`config.mk`:
```
export PLATFORM = sky130hd
export DESIGN_NAME = rc4_key_search_ctrl_flat
export DESIGN_NICKNAME = d
export VERILOG_FILES = /design/src/rtl/rc4_pkg.sv /design/src/rtl/rc4_key_search_ctrl_if.sv /design/src/rtl/rc4_phase_handshake.sv /design/src/rtl/rc4_key_search_ctrl.sv /design/src/flat_wrapper.sv
export SDC_FILE = /design/constraint.sdc
export NUM_CORES = 1
export LEC_CHECK = 0
export ABC_CLOCK_PERIOD_IN_PS = 6600
export CORE_MARGIN = 2
export CORE_UTILIZATION = 55
export CTS_CLUSTER_DIAMETER = 200
export DETAILED_ROUTE_END_ITERATION = 12
export DONT_BUFFER_PORTS = 1
export PLACE_DENSITY = 0.81
export SETUP_SLACK_MARGIN = 0.4
export SLEW_MARGIN = 20
export SYNTH_ARGS = -nofsm -noshare
export SYNTH_HDL_FRONTEND = slang
export SYNTH_SLANG_ARGS = --single-unit
```
`constraint.sdc`:
```
create_clock -name clk -period 6.6 [get_ports clk]
set_clock_uncertainty 0.2 [all_clocks]
set_input_delay 0.99 -clock clk [delete_from_list [all_inputs] [get_ports clk]]
set_output_delay 0.99 -clock clk [all_outputs]
set_load 0.03 [all_outputs]
```
`src/rtl/rc4_pkg.sv`:
```
// Shared state and memory-owner encodings for the RC4 key-search controller.
package rc4_pkg;

    localparam int KEY_WIDTH_DEF = 24;

    localparam logic [1:0] MEM_NONE = 2'd0;
    localparam logic [1:0] MEM_INIT = 2'd1;
    localparam logic [1:0] MEM_KSA  = 2'd2;
    localparam logic [1:0] MEM_DEC  = 2'd3;

    typedef enum logic [3:0] {
        ST_IDLE      = 4'd0,
        ST_INIT_GO   = 4'd1,
        ST_INIT_WAIT = 4'd2,
        ST_KSA_GO    = 4'd3,
        ST_KSA_WAIT  = 4'd4,
        ST_DEC_GO    = 4'd5,
        ST_DEC_WAIT  = 4'd6,
        ST_NEXT_KEY  = 4'd7,
        ST_HIT       = 4'd8,
        ST_MISS      = 4'd9,
        ST_STOP      = 4'd10
    } state_t;

endpackage

```
`src/rtl/rc4_key_search_ctrl_if.sv`:
```
// Engine-side bundle: S-memory owner select plus start/finish per engine.
interface rc4_key_search_ctrl_if;

    logic [1:0] mem_sel;
    logic       init_start;
    logic       init_finish;
    logic       ksa_start;
    logic       ksa_finish;
    logic       dec_start;
    logic       dec_finish;
    logic       dec_invalid;

    modport master (
        output mem_sel,
        output init_start,
        output ksa_start,
        output dec_start,
        input  init_finish,
        input  ksa_finish,
        input  dec_finish,
        input  dec_invalid
    );

    modport slave (
        input  mem_sel,
        input  init_start,
        input  ksa_start,
        input  dec_start,
        output init_finish,
        output ksa_finish,
        output dec_finish,
        output dec_invalid
    );

endinterface

```
`src/rtl/rc4_phase_handshake.sv`:
```
// One-shot start pulse and finish wait for the currently selected engine.
// Watchdog counter present only with RC4_SEARCH_WATCHDOG_EN defined.
module rc4_phase_handshake #(
    parameter int WDOG_CYCLES = 20000
) (
    input  logic clk,
    input  logic nreset,
    input  logic i_go,
    input  logic i_finish,
    output logic o_start,
    output logic o_done,
    output logic o_timeout
);

    logic r_start;
    logic r_busy;

    always_ff @(posedge clk) begin
        if (!nreset) begin
            r_start <= 1'b0;
            r_busy  <= 1'b0;
        end else begin
            r_start <= i_go;
            if (i_go) begin
                r_busy <= 1'b1;
            end else if (o_done || o_timeout) begin
                r_busy <= 1'b0;
            end
        end
    end

    assign o_start = r_start;
    assign o_done  = r_busy & i_finish;

`ifdef RC4_SEARCH_WATCHDOG_EN
    localparam int CW = $clog2(WDOG_CYCLES + 1);

    logic [CW-1:0] r_cnt;

    always_ff @(posedge clk) begin
        if (!nreset) begin
            r_cnt <= '0;
        end else if (i_go) begin
            r_cnt <= '0;
        end else if (r_busy && !i_finish) begin
            r_cnt <= r_cnt + 1'b1;
        end
    end

    // Fires on the WDOG_CYCLES-th waiting cycle without a finish.
    assign o_timeout = r_busy & ~i_finish
                     & (r_cnt == CW'(WDOG_CYCLES - 1));
`else
    localparam int unused_wdog = WDOG_CYCLES;

    assign o_timeout = 1'b0;
`endif

endmodule

```
`src/rtl/rc4_key_search_ctrl.sv`:
```
// RC4 key-search sequencer: S-init, KSA, decrypt for each candidate key.
// Optional per-phase watchdog enabled by defining RC4_SEARCH_WATCHDOG_EN.
module rc4_key_search_ctrl
    import rc4_pkg::*;
#(
    parameter int                   KEY_WIDTH   = KEY_WIDTH_DEF,
    parameter logic [KEY_WIDTH-1:0] KEY_LO      = '0,
    parameter logic [KEY_WIDTH-1:0] KEY_HI      = KEY_WIDTH'(24'h3FFFFF),
    parameter logic [KEY_WIDTH-1:0] KEY_STRIDE  = KEY_WIDTH'(1),
    parameter int                   WDOG_CYCLES = 20000
) (
    input  logic                 clk,
    input  logic                 nreset,
    input  logic                 i_start,
    input  logic                 i_abort,
    output logic [KEY_WIDTH-1:0] o_key,
    output logic                 o_busy,
    output logic                 o_done,
    output logic                 o_found,
    output logic                 o_exhausted,
    output logic [KEY_WIDTH-1:0] o_keys_tried,
`ifdef RC4_SEARCH_WATCHDOG_EN
    output logic                 o_wdog_err,
`endif
    rc4_key_search_ctrl_if.master eng
);

    state_t               r_state;
    logic [KEY_WIDTH-1:0] r_key;
    logic [KEY_WIDTH-1:0] r_tried;
    logic [1:0]           r_mem_sel;
    logic                 r_found;
    logic                 r_exhausted;

    logic                 w_go;
    logic                 w_finish;
    logic                 w_hs_start;
    logic                 w_hs_done;
    logic                 w_hs_timeout;
    logic [KEY_WIDTH:0]   w_key_nxt;
    logic                 w_last_key;

    assign w_go = (r_state == ST_INIT_GO)
               || (r_state == ST_KSA_GO)
               || (r_state == ST_DEC_GO);

    // Only the engine that currently owns the memory can finish a phase.
    always_comb begin
        w_finish = 1'b0;
        unique case (r_mem_sel)
            MEM_INIT: w_finish = eng.init_finish;
            MEM_KSA:  w_finish = eng.ksa_finish;
            MEM_DEC:  w_finish = eng.dec_finish;
            default:  w_finish = 1'b0;
        endcase
    end

    rc4_phase_handshake #(
        .WDOG_CYCLES(WDOG_CYCLES)
    ) u_hs (
        .clk      (clk),
        .nreset   (nreset),
        .i_go     (w_go),
        .i_finish (w_finish),
        .o_start  (w_hs_start),
        .o_done   (w_hs_done),
        .o_timeout(w_hs_timeout)
    );

    // One extra bit so key + stride cannot wrap past KEY_HI.
    assign w_key_nxt  = {1'b0, r_key} + {1'b0, KEY_STRIDE};
    assign w_last_key = w_key_nxt > {1'b0, KEY_HI};

    always_ff @(posedge clk) begin
        if (!nreset) begin
            r_state     <= ST_IDLE;
            r_key       <= '0;
            r_tried     <= '0;
            r_mem_sel   <= MEM_NONE;
            r_found     <= 1'b0;
            r_exhausted <= 1'b0;
        end else begin
            unique case (r_state)
                ST_IDLE: begin
                    if (i_start) begin
                        r_key       <= KEY_LO;
                        r_tried     <= '0;
                        r_found     <= 1'b0;
                        r_exhausted <= 1'b0;
                        r_state     <= ST_INIT_GO;
                    end
                end
                ST_INIT_GO: begin
                    r_mem_sel <= MEM_INIT;
                    r_state   <= ST_INIT_WAIT;
                end
                ST_INIT_WAIT: begin
                    if (w_hs_done) begin
                        r_state <= i_abort ? ST_STOP : ST_KSA_GO;
                    end else if (w_hs_timeout) begin
                        r_state <= ST_STOP;
                    end
                end
                ST_KSA_GO: begin
                    r_mem_sel <= MEM_KSA;
                    r_state   <= ST_KSA_WAIT;
                end
                ST_KSA_WAIT: begin
                    if (w_hs_done) begin
                        r_state <= i_abort ? ST_STOP : ST_DEC_GO;
                    end else if (w_hs_timeout) begin
                        r_state <= ST_STOP;
                    end
                end
                ST_DEC_GO: begin
                    r_mem_sel <= MEM_DEC;
                    r_state   <= ST_DEC_WAIT;
                end
                ST_DEC_WAIT: begin
                    // A valid plaintext beats a concurrent abort.
                    if (w_hs_done) begin
                        if (!eng.dec_invalid) begin
                            r_state <= ST_HIT;
                        end else if (i_abort) begin
                            r_state <= ST_STOP;
                        end else begin
                            r_state <= ST_NEXT_KEY;
                        end
                    end else if (w_hs_timeout) begin
                        r_state <= ST_STOP;
                    end
                end
                ST_NEXT_KEY: begin
                    r_tried <= r_tried + 1'b1;
                    if (w_last_key) begin
                        r_state <= ST_MISS;
                    end else begin
                        r_key   <= w_key_nxt[KEY_WIDTH-1:0];
                        r_state <= ST_INIT_GO;
                    end
                end
                ST_HIT: begin
                    r_tried   <= r_tried + 1'b1;
                    r_found   <= 1'b1;
                    r_mem_sel <= MEM_NONE;
                    r_state   <= ST_IDLE;
                end
                ST_MISS: begin
                    r_exhausted <= 1'b1;
                    r_mem_sel   <= MEM_NONE;
                    r_state     <= ST_IDLE;
                end
                ST_STOP: begin
                    r_mem_sel <= MEM_NONE;
                    r_state   <= ST_IDLE;
                end
                default: begin
                    r_mem_sel <= MEM_NONE;
                    r_state   <= ST_IDLE;
                end
            endcase
        end
    end

`ifdef RC4_SEARCH_WATCHDOG_EN
    logic r_wdog_err;

    always_ff @(posedge clk) begin
        if (!nreset) begin
            r_wdog_err <= 1'b0;
        end else if (r_state == ST_IDLE && i_start) begin
            r_wdog_err <= 1'b0;
        end else if (w_hs_timeout) begin
            r_wdog_err <= 1'b1;
        end
    end

    assign o_wdog_err = r_wdog_err;
`endif

    // Start pulses are gated by reset so they drop in the reset cycle.
    assign eng.mem_sel    = r_mem_sel;
    assign eng.init_start = nreset & w_hs_start & (r_mem_sel == MEM_INIT);
    assign eng.ksa_start  = nreset & w_hs_start & (r_mem_sel == MEM_KSA);
    assign eng.dec_start  = nreset & w_hs_start & (r_mem_sel == MEM_DEC);

    assign o_key        = r_key;
    assign o_keys_tried = r_tried;
    assign o_found      = r_found;
    assign o_exhausted  = r_exhausted;
    assign o_busy       = (r_state != ST_IDLE);
    assign o_done       = (r_state == ST_HIT)
                       || (r_state == ST_MISS)
                       || (r_state == ST_STOP);

endmodule

```
`src/flat_wrapper.sv`:
```
// flat-port wrapper written by rule: the top's interface ports become plain ports
module rc4_key_search_ctrl_flat import rc4_pkg::*;
#(
    parameter int                   KEY_WIDTH   = KEY_WIDTH_DEF,
    parameter logic [KEY_WIDTH-1:0] KEY_LO      = '0,
    parameter logic [KEY_WIDTH-1:0] KEY_HI      = KEY_WIDTH'(24'h3FFFFF),
    parameter logic [KEY_WIDTH-1:0] KEY_STRIDE  = KEY_WIDTH'(1),
    parameter int                   WDOG_CYCLES = 20000
)
  (clk, nreset, i_start, i_abort, o_key, o_busy, o_done, o_found, o_exhausted, o_keys_tried, eng_mem_sel, eng_init_start, eng_ksa_start, eng_dec_start, eng_init_finish, eng_ksa_finish, eng_dec_finish, eng_dec_invalid);
  rc4_key_search_ctrl_if eng_i ();
  input  logic clk;
  input  logic nreset;
  input  logic i_start;
  input  logic i_abort;
  output logic [KEY_WIDTH-1:0] o_key;
  output logic o_busy;
  output logic o_done;
  output logic o_found;
  output logic o_exhausted;
  output logic [KEY_WIDTH-1:0] o_keys_tried;
  output wire logic [$bits(eng_i.mem_sel)-1:0] eng_mem_sel;
  output wire logic [$bits(eng_i.init_start)-1:0] eng_init_start;
  output wire logic [$bits(eng_i.ksa_start)-1:0] eng_ksa_start;
  output wire logic [$bits(eng_i.dec_start)-1:0] eng_dec_start;
  input wire logic [$bits(eng_i.init_finish)-1:0] eng_init_finish;
  input wire logic [$bits(eng_i.ksa_finish)-1:0] eng_ksa_finish;
  input wire logic [$bits(eng_i.dec_finish)-1:0] eng_dec_finish;
  input wire logic [$bits(eng_i.dec_invalid)-1:0] eng_dec_invalid;
  assign eng_mem_sel = eng_i.mem_sel;
  assign eng_init_start = eng_i.init_start;
  assign eng_ksa_start = eng_i.ksa_start;
  assign eng_dec_start = eng_i.dec_start;
  assign eng_i.init_finish = eng_init_finish;
  assign eng_i.ksa_finish = eng_ksa_finish;
  assign eng_i.dec_finish = eng_dec_finish;
  assign eng_i.dec_invalid = eng_dec_invalid;
  rc4_key_search_ctrl #(.KEY_WIDTH(KEY_WIDTH), .KEY_LO(KEY_LO), .KEY_HI(KEY_HI), .KEY_STRIDE(KEY_STRIDE), .WDOG_CYCLES(WDOG_CYCLES)) u_core (.clk(clk), .nreset(nreset), .i_start(i_start), .i_abort(i_abort), .o_key(o_key), .o_busy(o_busy), .o_done(o_done), .o_found(o_found), .o_exhausted(o_exhausted), .o_keys_tried(o_keys_tried), .eng(eng_i));
endmodule
```
Yosys cells after proc, flatten, opt, wreduce, memory -nomap -nowiden
Cells that the tools add are included.
{ "classes": {"eq_ne": 18, "reduce_logical": 18, "shift": 0, "muxes": 21, "n_addsub": 2, "magnitude_cmp": 1, "n_bitwise": 5, "n_mul": 0, "div": 0} }
{ "op_table": {"columns": ["cell", "n"], "rows": [
  ["24-bit case mux with 2 select lines", 2],
  ["24-bit two-way mux", 2],
  ["4-bit two-way mux", 9],
  ["4-bit case mux with 8 select lines", 1],
  ["24-bit by 1-bit adder with 25-bit output (second input constant)", 1],
  ["25-bit by 22-bit greater-than comparator with 1-bit output (second input constant)", 1],
  ["24-bit by 1-bit adder with 24-bit output (second input constant)", 1],
  ["4-bit by 3-bit equality test with 1-bit output (second input constant)", 4],
  ["4-bit equality test (second input constant)", 3],
  ["2-bit != test (second input constant)", 5],
  ["2-bit nonzero test", 5],
  ["4-bit by 2-bit equality test with 1-bit output (second input constant)", 2],
  ["2-bit case mux with 4 select lines", 1],
  ["2-bit AND reduction", 3],
  ["1-bit AND", 5],
  ["5-bit OR reduction", 1],
  ["2-bit equality test (second input constant)", 2],
  ["4-bit by 1-bit equality test with 1-bit output (second input constant)", 1],
  ["4-bit logical NOT", 1],
  ["1-bit logical OR", 4],
  ["1-bit case mux with 2 select lines", 2],
  ["4-bit AND reduction", 1],
  ["4-bit nonzero test", 1],
  ["1-bit two-way mux", 3],
  ["other kinds (4)", 4]
]} }
{ "word_totals": {"reg_bits": 58, "output_inout_bits": 57, "mem_bits_ro": 0, "word_cells": 73, "mem_count": 0, "latchBits": 0, "ramBits": 0} }

Longest topological paths before layout
{ "depth": {"depth_word": 5, "mapped_depth": 10, "ltp_nobuf": 8} }

Hierarchy
Synthesis repeated with hierarchy kept, for this count alone.
{ "unflattened": {"hier_cells": 459, "hier_area_um2": 3529.6} }
{ "modules_own_cells": {"columns": ["mod", "seq_area_each_um2", "area_per_inst_um2", "cells_each", "n_inst"], "rows": [
  ["rc4_key_search_ctrl", 1121.1, 3450.8, 451, 1],
  ["rc4_phase_handshake", 40.0, 78.8, 8, 1]
]} }

Least setup slack after synthesis
Ideal clock, no wire load.
{ "synth_path": {"kind": "reg2reg", "startpoint": "reg u_core.r_key[0] (netlist: u_core.o_key[0])", "endpoint": "reg u_core.r_key[21] (netlist: u_core.o_key[21])", "n_path_buf": 1, "path_stages_with_launch": 10, "slack_ns": 3.474, "required_ns": 6.272, "setup_time_ns": 0.128, "arrival_ns": 2.798, "cell_sequence": "dfxtp_1 inv_1 ha_1 or4_1 nor4_1 o2111ai_1 or4_4 nand3_2 buf_4 o221ai_2"} }
{ "synth_via": {"elab_chain_cells": 4} }
{ "synth_lines": {"columns": ["item", "line_no", "source"], "rows": [
  ["start, declared", "rc4_key_search_ctrl.sv:29", "logic [KEY_WIDTH-1:0] r_key;"],
  ["start signal, assigned", "rc4_key_search_ctrl.sv:138", "r_key <= w_key_nxt[KEY_WIDTH-1:0];"],
  ["24-bit by 1-bit adder with 25-bit output (*)", "rc4_key_search_ctrl.sv:71", "assign w_key_nxt = {1'b0, r_key} + {1'b0, KEY_STRIDE};"],
  ["25-bit by 22-bit greater-than comparator with 1-bit output", "rc4_key_search_ctrl.sv:72", "assign w_last_key = w_key_nxt > {1'b0, KEY_HI};"],
  ["2-bit != test (no line)", null, null],
  ["3-bit AND reduction (no line)", null, null]
]} }
Mark *: on every way between the ends. The rest lies on a longest branch, timed or not. The select of a mux whose other input is x is not followed.
A chain may end at the register's enable or synchronous reset.

Worst setup path in the final report
{ "layout_path": {"startpoint": "reg u_core.r_key[1] (netlist: u_core.o_key[1])", "endpoint": "reg u_core.r_key[0] (netlist: u_core.o_key[0])"} }
{ "layout_via": {"elab_chain_cells": 4} }
{ "layout_lines": {"columns": ["item", "line_no"], "rows": [
  ["24-bit by 1-bit adder with 25-bit output", "rc4_key_search_ctrl.sv:71"],
  ["25-bit by 22-bit greater-than comparator with 1-bit output", "rc4_key_search_ctrl.sv:72"],
  ["2-bit != test (no line)", null],
  ["3-bit AND reduction (no line)", null]
]} }
No other way between the ends.

==> metrics.log <==
[metrics] synth unique cells: between 50 and 60
[metrics] register area share after synthesis: ~36%
[metrics] maximum fanout along the worst path: 19
[metrics] aggregate global-route resource usage: approximately 28%
[metrics] area enclosed by the die boundary: between 0.006 and 0.007 mm2
[metrics] top layer reached by signal wires: met4
[metrics] Max VDD drop: slightly below 0.0002 V
[metrics] maximum level of the CTS H-tree: 3
[metrics] gpl congestion: around 0.95
[metrics] layout cells sized above 1: under 10%
[metrics] met3 wire length: around 800 um
[metrics] Syn Inst Count: roughly 410
[metrics] area of the placeable core: about 0.0056 mm2
[metrics] synthesized area per cell: 7.80 um2
[metrics] count of TritonRoute iterations in the first routing pass: 5
[metrics] sum of buffers and inverters on the critical path: 0
[metrics] Post-Place Cells: 467
[metrics] final count of hold timing violations: 0
[metrics] total number of clock tree sinks: 58
[metrics] Util after Layout: between 60% and 70%
[metrics] non-filler instance count after layout: 483
[metrics] die boundary width: 80.6 um
[metrics] Max stage delay cell, worst path: dfxtp_1
[metrics] category of the worst setup path launch point: register
[metrics] starting utilization of the core area: just under 60%
[metrics] Area after DPL: about 0.0032 mm2
[metrics] antenna viol nets, final: 0
[metrics] number of antenna violations at the first check in global routing: 0
[metrics] Vert. Die Dim: a little over 80 um
[metrics] min cycle time layout: around 3400 ps
[metrics] first-pass GRT wire length: between 10000 and 15000 um
[metrics] final routed wirelength across all metal layers: 8620 um
[metrics] IO Pins: 65
[metrics] count of hold-fix buffers inserted at cts: 0
[metrics] Post-synth EDFFs: 0
[metrics] power density over the cells: 217 mW/mm2
[metrics] number of inserted diodes: 0
[metrics] count of routing violations after the opening detailed-route iteration: 242
[metrics] Max-Cap Viols: 0
[metrics] cts bufs inserted: 9
[metrics] Tightest Pin Transition: 986 ps
[metrics] RSZ-0062 raised after global routing: no
[metrics] wire length per cell: 17.9 um
[metrics] Worst-Skew Late Latency: 340 ps
[metrics] Port Buffers: 0
[metrics] total leakage power: around 1.2 nW
[metrics] wire length on met2: ~4100 um
[metrics] Async S/R FF share, synth: 0%
[metrics] most used flip-flop cell after synthesis: dfxtp_1
[metrics] Syn Std Cell Area: 0.00323 mm2
[metrics] final setup violation count: 0
[metrics] Seq cells post-synth: 58
[metrics] maximum clock frequency: slightly below 300 MHz
[metrics] worst endpoint data arrival time: between 3000 and 4000 ps
[metrics] critical path start-end classification: register to register
[metrics] Remaining DRCs: 0
[metrics] Clock Path Buffers: 2
[metrics] outcome: finished clean
[metrics] Warnings, synthesis: 0
[metrics] largest incremental delay on the critical path: between 600 and 700 ps
[metrics] clk slew on worst S/H paths: about 70 ps
[metrics] crit share post-route: 51.7%
[metrics] number of global-route vias before repair: between 2000 and 3000
[metrics] number of rows in the core area: 27
[metrics] synthesized netlist net count: between 400 and 500
[metrics] setup TNS: 0 ps
[metrics] kind of cell adding the most delay to the critical path: compound AO/OA/AOI/OAI gates
[metrics] root buffer selected by CTS: clkbuf_8
[metrics] placed wire-length estimate after detailed placement: about 6000 um
[metrics] routed length on met1: 3550 um
[metrics] summed area of non-filler cells in the final layout: about 0.0034 mm2
[metrics] post-cts sizing count: 0
[metrics] via count: 3149
[metrics] Worst Hold Class: register to register
[metrics] number of buffers inserted to repair setup after CTS: 0
[metrics] clock tree from TritonCTS: built
[metrics] data required time at the worst endpoint: around 6600 ps
[metrics] largest net degree at the start of global routing: 20
[metrics] Slew Limit Headroom: 33.8%
[metrics] max-slew violation count: 0
[metrics] worst path cell trace: ha_1, nand3_1, nor3_1, nand4_1, a211o_1, o21ai_1, mux2i_1
[metrics] final-stage net count: between 400 and 500
[metrics] overflow left after global routing: 0
[metrics] endpoint class of the critical path: register
[metrics] Avg Vias per Cell: roughly 6.5
[metrics] layout-stage area growth over the synthesis result: 5.50%
[metrics] worst hold slack across all endpoints: between 200 and 300 ps
[logic make-up after synthesis]
| group | Yosys count | synth area share, % |
|---|---|---|
| XOR/XNOR | 16 | 4.34 |
| AND/OR/NAND/NOR | 200 | 33.2 |
| flip-flops | 58 | 36.0 |
| buffers and inverters | 32 | 4.22 |
| multiplexers | 6 | 1.90 |
| adder cells (fa/ha/maj) | 3 | 1.16 |
| AO/OA/AOI/OAI | 99 | 19.2 |
[flip-flops by register name (all words and copies together) (netlist names)]
signal,count
u_core.u_hs.o_start,1
u_core.r_state,4
u_core.u_hs.r_busy,1
u_core.o_exhausted,1
u_core.o_found,1
u_core.eng.mem_sel,2
u_core.o_keys_tried,24
u_core.o_key,24
[worst min-delay path: stages, from the launching register on]
cell and delay (ps):
dfxtp_1 310, nand2_1 50, o21bai_1 50
[cell usage in the layout (no fill, tap or decap), types with 3 or more instances in the layout]
master    Yosys  final
or4_1         3      3
xor2_1       13     13
and3_1       17     17
o31ai_1      10     10
o21ai_0      17     17
nand4_1      13     13
and4_1        5      5
a31oi_1      13     13
a211oi_1      4      4
nor2_1       44     44
dfxtp_1      58     58
nor3_1        9      9
nand3b_1      5      5
ha_1          3      3
xnor2_1       3      3
mux2i_1       5      5
nand2b_1      3      3
clkbuf_8      0     10
nand3_1      31     31
nand2_1      36     36
or2_2         4      4
o21ai_1       4      4
a21oi_1      32     32
or3_1         7      7
and2_1        5      5
inv_1        11     11
nor4_1        4      4
nor2b_1       4      4
clkinv_2      0      3
[worst paths after layout]
kind	from	endpoint	slack, ps	cells after the start
setup / recovery	u_core.o_key[1]	u_core.o_key[0]	3190	7
hold / removal	u_core.u_hs.r_busy	u_core.u_hs.r_busy	260	2
setup reg to reg	u_core.o_key[1]	u_core.o_key[0]	3190	7
hold reg to reg	u_core.u_hs.r_busy	u_core.u_hs.r_busy	260	2
[layout make-up]
class / instances / area, um2
clock buffers: 11 / 141
clock inverters: 5 / 30.0
repair buffers: 1 / 7.51
multi-input cells: 324 / 1930
well taps: 72 / 90.1
inverters: 12 / 45.0
flip-flops and latches: 58 / 1160
fillers: 519 / 2170
[stage by stage]
stage	power, mW	setup WS [ps]
after floorplan	0.437	3470
after global placement	0.449	3300
after detailed placement	0.451	3210
after CTS	0.738	3200
after global routing	0.763	2950
final	0.738	3190
[routing by layer]
metal | GRT usage, % | vias up
met4 | 12.9 | 0
met3 | 6.74 | 16
met5 | 0 | -
met2 | 44.7 | 145
li1 | - | 1512
met1 | 34.3 | 1476
[power by group]
part / internal (mW) / switching (mW)
Sequential: 0.358 / 0.0194
Combinational: 0.0191 / 0.0487
Clock: 0.144 / 0.149
[Yosys cell counts, types with 3 or more instances]
library cell,number,area [um2]
dfxtp_1,58,1160
nor2b_1,4,25.0
ha_1,3,37.5
clkbuf_1,13,48.8
nor2_1,44,165
a211oi_1,4,30.0
a31oi_1,13,81.3
nand4_1,13,81.3
and3_1,17,106
o21ai_0,17,85.1
buf_2,4,20.0
xor2_1,13,114
buf_4,3,22.5
inv_1,11,41.3
nor4_1,4,25.0
nand3b_1,5,37.5
mux2i_1,5,50.1
or3_1,7,43.8
nand2b_1,3,18.8
nand3_1,31,155
nor3_1,9,45.0
xnor2_1,3,26.3
or4_1,3,22.5
a21oi_1,32,160
nand2_1,36,135
and2_1,5,31.3
o21ai_1,4,20.0
o31ai_1,10,75.1
or2_2,4,25.0
and4_1,5,43.8
No activity file was read; power rests on OpenSTA's default activity.
